**src/rtl/aes_seq_pkg.sv**
```systemverilog
// rtl/aes_seq_pkg.sv - core register map, bit indices and sequencer states for aes_block_sequencer
package aes_seq_pkg;

  localparam logic [7:0] ADDR_CTRL    = 8'h08;
  localparam logic [7:0] ADDR_STATUS  = 8'h09;
  localparam logic [7:0] ADDR_CONFIG  = 8'h0a;
  localparam logic [7:0] ADDR_KEY0    = 8'h10;
  localparam logic [7:0] ADDR_BLOCK0  = 8'h20;
  localparam logic [7:0] ADDR_RESULT0 = 8'h30;

  localparam int CTRL_INIT_BIT     = 0;
  localparam int CTRL_NEXT_BIT     = 1;
  localparam int STATUS_READY_BIT  = 0;
  localparam int STATUS_VALID_BIT  = 1;
  localparam int CONFIG_ENCDEC_BIT = 0;
  localparam int CONFIG_KEYLEN_BIT = 1;

  typedef enum logic [3:0] {
    IDLE,
    CFG_WR,
    KEY_WR,
    INIT_WR,
    BLK_WR,
    NEXT_WR,
    SETTLE,
    POLL,
    RES_RD,
    RES_OUT
  } seq_state_t;

endpackage

```
**src/rtl/aes_seq_poll.sv**
```systemverilog
// rtl/aes_seq_poll.sv - settle delay and STATUS ready polling; AES_SEQ_TIMEOUT_EN adds a poll limit
module aes_seq_poll #(
  parameter int SETTLE_CYCLES = 2
`ifdef AES_SEQ_TIMEOUT_EN
  , parameter int POLL_TIMEOUT = 1024
`endif
) (
  input  logic wb_clk_i,
  input  logic wb_rst_i,
  input  logic settling,
  input  logic polling,
  input  logic status_ready,
  output logic settle_done,
  output logic poll_done,
  output logic poll_timeout
);

  localparam int SW = (SETTLE_CYCLES > 1) ? $clog2(SETTLE_CYCLES) : 1;

  logic [SW-1:0] settle_cnt;

  always_ff @(posedge wb_clk_i) begin
    if (wb_rst_i || !settling) settle_cnt <= '0;
    else                       settle_cnt <= settle_cnt + 1'b1;
  end

  assign settle_done = settling && (settle_cnt == SW'(SETTLE_CYCLES - 1));
  assign poll_done   = polling && status_ready;

`ifdef AES_SEQ_TIMEOUT_EN
  localparam int PW = $clog2(POLL_TIMEOUT + 1);

  // counts unanswered STATUS reads of the current poll phase
  logic [PW-1:0] poll_cnt;

  always_ff @(posedge wb_clk_i) begin
    if (wb_rst_i || !polling) poll_cnt <= '0;
    else                      poll_cnt <= poll_cnt + 1'b1;
  end

  assign poll_timeout = polling && !status_ready && (poll_cnt == PW'(POLL_TIMEOUT - 1));
`else
  assign poll_timeout = 1'b0;
`endif

endmodule

```
**src/rtl/aes_block_sequencer.sv**
```systemverilog
// rtl/aes_block_sequencer.sv - drives the aes core register port from key/block streams to a result stream
// Optional poll timeout and seq_err output under AES_SEQ_TIMEOUT_EN.
module aes_block_sequencer
  import aes_seq_pkg::*;
#(
  parameter int SETTLE_CYCLES = 2
`ifdef AES_SEQ_TIMEOUT_EN
  , parameter int POLL_TIMEOUT = 1024
`endif
) (
  input  logic         wb_clk_i,
  input  logic         wb_rst_i,
  input  logic         key_valid,
  output logic         key_ready,
  input  logic [255:0] key_data,
  input  logic         key_len,
  input  logic         enc_dec,
  input  logic         blk_valid,
  output logic         blk_ready,
  input  logic [127:0] blk_data,
  output logic         res_valid,
  input  logic         res_ready,
  output logic [127:0] res_data,
  output logic         busy,
  output logic         key_loaded,
`ifdef AES_SEQ_TIMEOUT_EN
  output logic         seq_err,
`endif
  output logic         aes_cs,
  output logic         aes_we,
  output logic [7:0]   aes_address,
  output logic [31:0]  aes_write_data,
  input  logic [31:0]  aes_read_data
);

  seq_state_t    state, state_next;
  logic [2:0]    word_idx;
  logic [255:0]  key_sh;
  logic [127:0]  blk_sh;
  logic          key_len_r, enc_dec_r, key_path;
  logic          settle_done, poll_done, poll_timeout;

  aes_seq_poll #(
    .SETTLE_CYCLES(SETTLE_CYCLES)
`ifdef AES_SEQ_TIMEOUT_EN
    , .POLL_TIMEOUT(POLL_TIMEOUT)
`endif
  ) u_poll (
    .wb_clk_i    (wb_clk_i),
    .wb_rst_i    (wb_rst_i),
    .settling    (state == SETTLE),
    .polling     (state == POLL),
    .status_ready(aes_read_data[STATUS_READY_BIT]),
    .settle_done (settle_done),
    .poll_done   (poll_done),
    .poll_timeout(poll_timeout)
  );

  always_ff @(posedge wb_clk_i) begin
    if (wb_rst_i) state <= IDLE;
    else          state <= state_next;
  end

  always_comb begin
    state_next     = state;
    key_ready      = 1'b0;
    blk_ready      = 1'b0;
    res_valid      = 1'b0;
    aes_cs         = 1'b0;
    aes_we         = 1'b0;
    aes_address    = 8'h00;
    aes_write_data = 32'h0;
    case (state)
      IDLE: begin
        // a pending key command wins over a block offered in the same cycle
        key_ready = !wb_rst_i;
        blk_ready = !wb_rst_i && key_loaded && !key_valid;
        if (key_valid)                   state_next = CFG_WR;
        else if (blk_valid && blk_ready) state_next = BLK_WR;
      end
      CFG_WR: begin
        aes_cs = 1'b1;
        aes_we = 1'b1;
        aes_address = ADDR_CONFIG;
        aes_write_data[CONFIG_ENCDEC_BIT] = enc_dec_r;
        aes_write_data[CONFIG_KEYLEN_BIT] = key_len_r;
        state_next = KEY_WR;
      end
      KEY_WR: begin
        aes_cs = 1'b1;
        aes_we = 1'b1;
        aes_address = ADDR_KEY0 + {5'b0, word_idx};
        aes_write_data = key_sh[255:224];
        if (word_idx == 3'd7) state_next = INIT_WR;
      end
      INIT_WR: begin
        aes_cs = 1'b1;
        aes_we = 1'b1;
        aes_address = ADDR_CTRL;
        aes_write_data[CTRL_INIT_BIT] = 1'b1;
        state_next = SETTLE;
      end
      BLK_WR: begin
        aes_cs = 1'b1;
        aes_we = 1'b1;
        aes_address = ADDR_BLOCK0 + {6'b0, word_idx[1:0]};
        aes_write_data = blk_sh[127:96];
        if (word_idx[1:0] == 2'd3) state_next = NEXT_WR;
      end
      NEXT_WR: begin
        aes_cs = 1'b1;
        aes_we = 1'b1;
        aes_address = ADDR_CTRL;
        aes_write_data[CTRL_NEXT_BIT] = 1'b1;
        state_next = SETTLE;
      end
      SETTLE: begin
        if (settle_done) state_next = POLL;
      end
      POLL: begin
        aes_cs = 1'b1;
        aes_address = ADDR_STATUS;
        if (poll_done)         state_next = key_path ? IDLE : RES_RD;
        else if (poll_timeout) state_next = IDLE;
      end
      RES_RD: begin
        aes_cs = 1'b1;
        aes_address = ADDR_RESULT0 + {6'b0, word_idx[1:0]};
        if (word_idx[1:0] == 2'd3) state_next = RES_OUT;
      end
      RES_OUT: begin
        res_valid = 1'b1;
        if (res_ready) state_next = IDLE;
      end
      default: state_next = IDLE;
    endcase
  end

  assign busy = (state != IDLE);

  always_ff @(posedge wb_clk_i) begin
    if (wb_rst_i) word_idx <= '0;
    else if (state == KEY_WR || state == BLK_WR || state == RES_RD) word_idx <= word_idx + 1'b1;
    else word_idx <= '0;
  end

  // key and block registers shift out MSW first so the write data is always the top word
  always_ff @(posedge wb_clk_i) begin
    if (wb_rst_i) begin
      key_sh     <= '0;
      blk_sh     <= '0;
      key_len_r  <= 1'b0;
      enc_dec_r  <= 1'b0;
      key_path   <= 1'b0;
      key_loaded <= 1'b0;
`ifdef AES_SEQ_TIMEOUT_EN
      seq_err    <= 1'b0;
`endif
    end else begin
      if (state == IDLE && key_valid) begin
        key_sh    <= key_data;
        key_len_r <= key_len;
        enc_dec_r <= enc_dec;
        key_path  <= 1'b1;
`ifdef AES_SEQ_TIMEOUT_EN
        seq_err   <= 1'b0;
`endif
      end else if (state == IDLE && blk_valid && blk_ready) begin
        blk_sh   <= blk_data;
        key_path <= 1'b0;
      end
      if (state == KEY_WR) key_sh <= {key_sh[223:0], 32'h0};
      if (state == BLK_WR) blk_sh <= {blk_sh[95:0], 32'h0};
      if (state == POLL && poll_done && key_path) key_loaded <= 1'b1;
`ifdef AES_SEQ_TIMEOUT_EN
      if (state == POLL && poll_timeout) begin
        seq_err <= 1'b1;
        if (key_path) key_loaded <= 1'b0;
      end
`endif
    end
  end

  always_ff @(posedge wb_clk_i) begin
    if (state == RES_RD) res_data <= {res_data[95:0], aes_read_data};
  end

endmodule

```
**config.mk**
```make
export PLATFORM = sky130hd
export DESIGN_NAME = aes_block_sequencer
export DESIGN_NICKNAME = d
export VERILOG_FILES = /design/src/rtl/aes_seq_pkg.sv /design/src/rtl/aes_seq_poll.sv /design/src/rtl/aes_block_sequencer.sv
export SDC_FILE = /design/constraint.sdc
export NUM_CORES = 1
export LEC_CHECK = 0
export ABC_AREA = 1
export BUFFER_PORTS_ARGS = -buffer_cell sky130_fd_sc_hd__buf_2
export CORE_AREA = 3 3 233 235
export DETAILED_ROUTE_END_ITERATION = 8
export DIE_AREA = 0 0 236 238
export SLEW_MARGIN = 20
export SYNTH_ARGS = -nofsm -noshare
export SYNTH_HDL_FRONTEND = slang
export SYNTH_SLANG_ARGS = --single-unit
```
**constraint.sdc**
```tcl
create_clock -name wb_clk_i -period 6 [get_ports wb_clk_i]
set_input_delay 0.3 -clock wb_clk_i [delete_from_list [all_inputs] [get_ports wb_clk_i]]
set_output_delay 0.3 -clock wb_clk_i [all_outputs]
set_load 0.01 [all_outputs]
```
-- Word level (Yosys, flattened, before mapping)
Index checks and enable logic that the tools add are counted.
Widths: inputs -> output; s select.
- add/sub/neg operators: 5
- reduce and logical (&&, ||, !) cells: 30
- equality and inequality tests: 19
- mux-type cells: 26
- bitwise logic cells: 2
- operator list (kind ; number):
    $mux 256 ; 2
    $mux 128 ; 3
    $pmux 30 s2 ; 1
    $pmux 7 s6 ; 1
    $mux 4 ; 9
    $pmux 4 s9 ; 1
    $eq 4x3->1 const B ; 4
    $add 6x2->7 const A ; 2
    $ne 2x2->1 const B ; 7
    $logic_and 1x1->1 ; 10
    $eq 4x2->1 const B ; 2
    $eq 4x4->1 const B ; 2
    $pmux 1 s4 ; 2
    $reduce_or 2->1 ; 4
    $mux 1 ; 7
    $reduce_and 7->1 ; 1
    $reduce_or 7->1 ; 1
    $add 5x3->6 const A ; 1
    $reduce_bool 2->1 ; 3
    $reduce_or 5->1 ; 1
    $eq 4x1->1 const B ; 1
    $logic_not 4->1 ; 1
    $reduce_and 2->1 ; 2
    $reduce_bool 4->1 ; 1
    8 further kinds ; 13
- flip-flop bits (word level): 524
- word-level logic and storage cells: 94
- output and inout port bits: 175
- input bits: 423

-- Longest topological paths before layout
Gate-level depths: netlist (run 1).
- depth in word-level cells: 8
- gate-level depth with buffers: 11
- gate-level depth less buffers: 10

-- Modules after synthesis
From an unflattened synthesis (run 1), not the netlist that was laid out.
- cells, all modules: 2339
- area total of the unflattened synthesis: 20070.5 um^2
- by module, submodules not included (module ; times used ; cells an instance ; sequential area each (um^2) ; area an instance (um^2)):
    aes_block_sequencer ; 1 ; 2329 ; 11751.3 ; 20010.4
    aes_seq_poll ; 1 ; 10 ; 20.0 ; 60.1

-- Least setup slack after synthesis (run 1)
Ideal clock, no wire load.
- path type: register to output
- from: register state[3]
- to: output aes_address[5]
- stages on the path, launching flop included: 7
- buffers on the path: 0
- data required time: 5.700 ns
- setup slack: 2.004 ns
- data arrival time: 3.696 ns
- cells stage by stage: dfxtp_1 inv_1 nor2_1 nand2_1 inv_1 nor2_1 inv_1
- longest elaborated chain between the ends: 3
- elaborated cells between the ends (all ways): 9
- classes of those cells: 7 x eq/ne; 1 x mux; 1 x reduce/logical
- RTL lines (what ; RTL line ; source):
    start, declared ; aes_block_sequencer.sv:36 ; seq_state_t state, state_next;
    start signal, assigned ; aes_block_sequencer.sv:61 ; else state <= state_next;
    $eq 4x2->1 or $eq 4x3->1 (tied branches) ; aes_block_sequencer.sv:73 ; case (state)
    $reduce_or 2->1 (no line) ; -- ;
    $pmux 7 s6 * ; aes_block_sequencer.sv:73 ;
    end, declared ; aes_block_sequencer.sv:31 ; output logic [7:0] aes_address,
Mark *: on every way between the ends. The rest lies on a longest branch, timed or not.

-- Final worst setup path (run 1)
- from: register state[1]
- to: output aes_write_data[18]
- longest elaborated chain between the ends: 2
- elaborated cells between the ends (all ways): 3
- classes of those cells: 2 x eq/ne; 1 x mux
- RTL lines (what ; RTL line ; source):
    $eq 4x3->1 or $eq 4x2->1 (tied branches) ; aes_block_sequencer.sv:73 ;
    $pmux 30 s2 * ; aes_block_sequencer.sv:73 ;
    end, declared ; aes_block_sequencer.sv:32 ; output logic [31:0] aes_write_data,
Marks and branches as above.

==> results.toml, run 1 <==
[run_status]
status = "complete, no violations"

[clocking]
clock_sinks = 524
clock_latency_ns = 0.60
cts_max_path_buffers = 3
cts_root_buffer = "clkbuf_16"
cts_tree = "done"
path_clk_slew_ns = 0.06
cts_setup_buffers = 0
htree_levels = 2
numCtsBuffers = 54

[placement]
dp_slack_ns = 2.99
port_buffers = 595
gp_congestion = 0.888
place_area_um2 = 23700
hpwl_um = 49800

[yosys]
synthDistinctLibCells = 30
synth_edf_count = 128
syn_avg_cell_area_um2 = 8.19
yosys-top-cells-area = "dfxtp_1 (39%), edfxtp_1 (19%), nand2_1 (13%)"
ys_ff_latch = 524
synth_common_cells = "nand2_1 (731), nor2_1 (426), dfxtp_1 (396)"
syn_area_um2 = 20600
yosysMostFrequentCell = "nand2_1"
ys_warn_count = 0
synthCells = 2511
synth_top_area_cell = "dfxtp_1"
synthArstFlopShare_pct = 0
ys_seq_area_share_pct = 57.2
synth_top_area_share_pct = 38.5
synth_flop_cell = "dfxtp_1"

[critical_path]
cp_slowest_cell = "buf_4"
critPathKind = "reg -> out"
cp_data_required_time_ns = 5.70
end_kind = "primary output"
rr_worst_depth = 5
cpPeakStageDelay_ns = 0.57
arrival_ns = 3.22
startpoint_type = "flip-flop"
cp_cell_sequence = "inv_2 -> nor2_2 -> nand2_2 -> inv_8 -> buf_4 -> nand2_1 -> o21ai_0 -> buf_2"
path_max_fanout = 103
ff2ff_setup_slack_ns = 3.01
worstReg2RegEnd = "res_data[9]"
r2r-start = "state[3]"

[die]
dieArea_um2 = 56200
design.core.area_um2 = 52400
die_w_um = 236
start_util_pct = 39.2
die_h_um = 238
rows = 84
io_pins = 598

[route]
drt-pass1-iter-count = 6
drcViolationCount = 0
drtAntennaViolNets = 0
viasPerCell = 4.95
wirelength_um = 74000
wl_per_cell_um = 18.1
drt_iter0_markers = 1536
vias = 20204

[cells_and_area]
area_growth_pct = 39.8
nets = 3758
drive_gt1_share_pct = 21.0
utilization_pct = 54.8
layout.cell_area.non_filler_um2 = 28700
num-fill-cells = 4794

[timing]
fin_crit_sh_pct = 58.7
setup_viol = 0
period_minus_slack_ns = 3.52
drv_slew = 0
max_clock_freq_mhz = 284
slew_headroom_pct = 17.0
finalHoldViolCount = 0
rsz0062_at_grt = "false"
finClkSkew_ns = 0.0239
setup_slack_ns = 2.48
tightest_slew_ns = 1.25
tns_ns = 0

[power]
total_power_mw = 10.2
power_density_nw_per_um2 = 355
p_leak_nw = 11.7
peakVddDrop_uv = 473

[global_routing]
grt_max_degree = 238
gr-total-overflow = 0
grt_antenna_before_repair = 17
grt_pass1_wl_um = 112000
track_usage_pct = 25.0
grt_pass1_vias = 19800

[flow_run]
max_cap_violations = 0

[worst_hold_path]
min_path_type = "in -> reg"
min-delay-start = "key_data[125]"
hold_path_depth = 3
min_to = "key_sh[125]"
layout by cell type, fill, tap and decap left out, types with 2 or more instances in the layout:
cell	instances
nand2_1	731
buf_2	594
nor2_1	426
dfxtp_1	396
dlygate4sd3_1	327
inv_1	170
a31oi_1	163
edfxtp_1	128
o21ai_0	82
a21oi_1	74
o22ai_1	64
a22oi_1	61
clkbuf_16	54
diode_2	14
clkinv_2	14
clkbuf_1	13
o21ai_1	11
clkbuf_8	11
nand3_1	9
inv_2	6
buf_4	5
nor2_4	4
nand2_4	4
nor2_2	4
clkinv_1	4
inv_6	3
buf_12	3
o2111ai_1	2
ha_1	2
conb_1	2
through the flow:
stage	hold slack [ns]	std cells
after floorplan	0.399	2512
after CTS	0.000171	4067
after global routing	0.0208	4077
final	0.0278	4081
after detailed placement	0.432	3638
after global placement	0.424	3638
cells by family (layout without fill, tap and decap cells):
kind of cell               Yosys count  count (layout)  share of synthesized area (%)
AOI/OAI and AO/OA                  458             458                           13.3
adders and majority gates            2               2                          0.122
buffers and inverters              344            1211                           7.28
DFF                                524             524                           57.2
other                                1              16                         0.0182
and+or+nand+nor                   1182            1182                           22.0
worst max-delay path by stage:
stage | cells after the start | startpoint | endpoint | slack, ns
finish | 8 | state[1] | aes_write_data[18] | 2.48
global route | 8 | state[1] | aes_write_data[18] | 2.30
CTS | 8 | state[1] | aes_write_data[18] | 2.45
detailed placement | 7 | state[1] | key_sh[200] | 2.99
global placement | 7 | state[1] | key_sh[200] | 3.08
floorplan | 6 | state[3] | aes_address[5] | 2.00
layer usage:
metal | share of wire (%) | GRT usage [%]
met2 | 49 | 42.7
met4 | 3.0 | 8.43
met5 | 0.058 | 0
met1 | 41 | 31.8
met3 | 7.1 | 5.25
worst max-delay path: cells and delay by family (launching register included):
family                 cells  cell delay (ns)
buffers and inverters      4             1.33
AO/OA/AOI/OAI              1             0.24
AND/OR/NAND/NOR            3             0.50
flip-flops                 1             0.46
state kept, by name (all words and copies together) (netlist names):
name               flops
blk_sh               128
enc_dec_r              1
key_len_r              1
key_loaded             1
key_path               1
key_sh               256
res_data             128
state                  4
u_poll.settle_cnt      1
word_idx               3
timing repair:
| item | in CTS | in global routing |
|---|---|---|
| endpoints found under the hold margin | 327 | 0 |
| gates resized for setup | 0 | 0 |
| hold buffers | 327 | 0 |
area by class of cell:
type	instances	area, µm²	share of cell area [%]
clock buffers	78	1550	5.40
inverters	178	678	2.36
repair buffers	931	6370	22.2
diodes	14	35.0	0.122
clock inverters	24	165	0.575
flip-flops and latches	524	11800	41.0
multi-input cells	1644	7310	25.4
well taps	688	861	2.99
power breakdown:
group | switching [mW] | internal (mW) | total (mW)
clock | 1.42 | 1.84 | 3.26
combinational | 1.65 | 0.790 | 2.44
sequential | 0.300 | 4.19 | 4.49
total | 3.37 | 6.83 | 10.2
(Power assumes the default switching activity.)
==> run 2, diff against run 1 <==
CORE_AREA = 3 3 228 230   (was 3 3 233 235)
DIE_AREA = 0 0 231 233   (was 0 0 236 238)
PLACE_DENSITY = 0.65   (was default)
clock period = 3.5 ns   (was 6 ns; I/O delays follow)
==> results.toml, run 2 (synthesized netlist as in run 1, its figures left out) <==
[cells_and_area]
regMostFlops = "key_sh"
layout.cell_area.non_filler_um2 = 29900
final_cell_mix = "nand2_1 (731), buf_2 (594), nor2_1 (426)"
drive_gt1_share_pct = 20.9
multi_input_area_um2 = 7310
largestRegisters = "key_sh x256, blk_sh x128, res_data x128"
num-fill-cells = 4235
area_growth_pct = 45.2
final_common_cell = "nand2_1"
layout.area.seq_um2 = 11800
nets = 3867
largest_reg_flops = 256

[route]
wl_per_cell_um = 18.4
viasPerCell = 5.09
drtAntennaViolNets = 0
vias = 21201
drcViolationCount = 0
wirelength_um = 76700
drt_iter0_markers = 1578
drt-pass1-iter-count = 5

[placement]
gp_congestion = 0.940
port_buffers = 595
hpwl_um = 49000
place_area_um2 = 23900
dp_slack_ns = 1.14

[clocking]
cts_max_path_buffers = 3
cts_root_buffer = "clkbuf_16"
htree_levels = 2
numCtsBuffers = 55
cts_tree = "done"
clock_sinks = 524
path_clk_slew_ns = 0.06
ctsResizeCount = 0
clock_latency_ns = 0.61

[die]
die_h_um = 233
die_w_um = 231
design.core.area_um2 = 50100
start_util_pct = 41.1
dieArea_um2 = 53800
io_pins = 598
rows = 82

[worst_hold_path]
min_path_type = "in -> reg"
min-delay-start = "blk_data[64]"

[global_routing]
grt_pass1_wl_um = 116000
track_usage_pct = 27.3
grt_pass1_vias = 21002
gr-total-overflow = 0
grt_max_degree = 124
grt_antenna_before_repair = 12

[timing]
tightest_slew_ns = 1.06
setup_viol = 0
finClkSkew_ns = 0.0341
max_clock_freq_mhz = 344
whs_ns = 0.0602
slew_headroom_pct = 29.2
drv_slew = 0
finalHoldViolCount = 0
setup_slack_ns = 0.596
period_minus_slack_ns = 2.90
rsz0062_at_grt = "false"
fin_crit_sh_pct = 83.0
tns_ns = 0

[power]
peakVddDrop_uv = 435
power_density_nw_per_um2 = 601
p_leak_nw = 12.2

[critical_path]
cp_data_required_time_ns = 3.32
cpPeakStageDelay_ns = 0.49
cp_slowest_cell = "inv_8"
cp_num_buf_inv = 4
startpoint_type = "flip-flop"
startpoint = "state[1]"
cp_cell_sequence = "inv_2 -> nor2_2 -> nand2_2 -> inv_8 -> buf_4 -> nand2_1 -> o21ai_0 -> buf_2"
end_kind = "primary output"
critPathKind = "reg -> out"
arrival_ns = 2.73
cp_top_family = "buffers and inverters"
r2r-start = "state[0]"
path_max_fanout = 108

[flow_run]
max_cap_violations = 0

[run_status]
status = "complete, no violations"
## run 2: final timing paths
path                                     endpoint  slack (ns)  depth (start not counted)
worst max register to register        blk_sh[123]        0.64                         10
worst max-delay path            aes_write_data[3]        0.60                          8
worst min register to register       res_data[33]        0.44                          0
worst min-delay path                   blk_sh[64]        0.06                          5
## run 2: per-layer routing
metal	GRT usage [%]	share of wire (%)
met2	45.9	48
met3	5.80	7.4
met1	32.5	39
met4	15.2	5.8
met5	0	0.017
## run 2: layout make-up
cell class	instances	area share, %
timing repair buffer	1039	25.0
inverter	178	2.28
antenna	12	0.101
clock buffer	76	5.25
clock inverter	22	0.679
sequential	524	39.4
tap	672	2.82
multi-input combinational	1644	24.5
## run 2: through the flow
step / utilization (%) / instances / total power, mW
after floorplan: - / 2512 / 10.5
after global placement: 47.7 / 3640 / 11.8
after detailed placement: 47.7 / 3640 / 11.8
after CTS: 59.6 / 4155 / 18.0
after global routing: 59.6 / 4165 / 18.8
final: 59.6 / 4167 / 17.9
## run 2: tightest hold or removal path: cells and delay by family
kind	cells	cell delay, ns
and+or+nand+nor	3	0.22
buffers and inverters	1	0.11
AOI/OAI and AO/OA	1	0.09
## run 2: repair_timing
item,4_1_cts,5_1_grt
buffers inserted,0,0
endpoints found under the hold margin,424,0
hold buffers,417,0
setup endpoints to repair,0,0
## run 2: power breakdown
part | switching, mW | leakage, nW | total [mW] | internal (mW)
clock network | 2.43 | 0.868 | 5.76 | 3.33
registers | 0.517 | 4.39 | 7.70 | 7.19
logic | 2.96 | 6.94 | 4.48 | 1.52
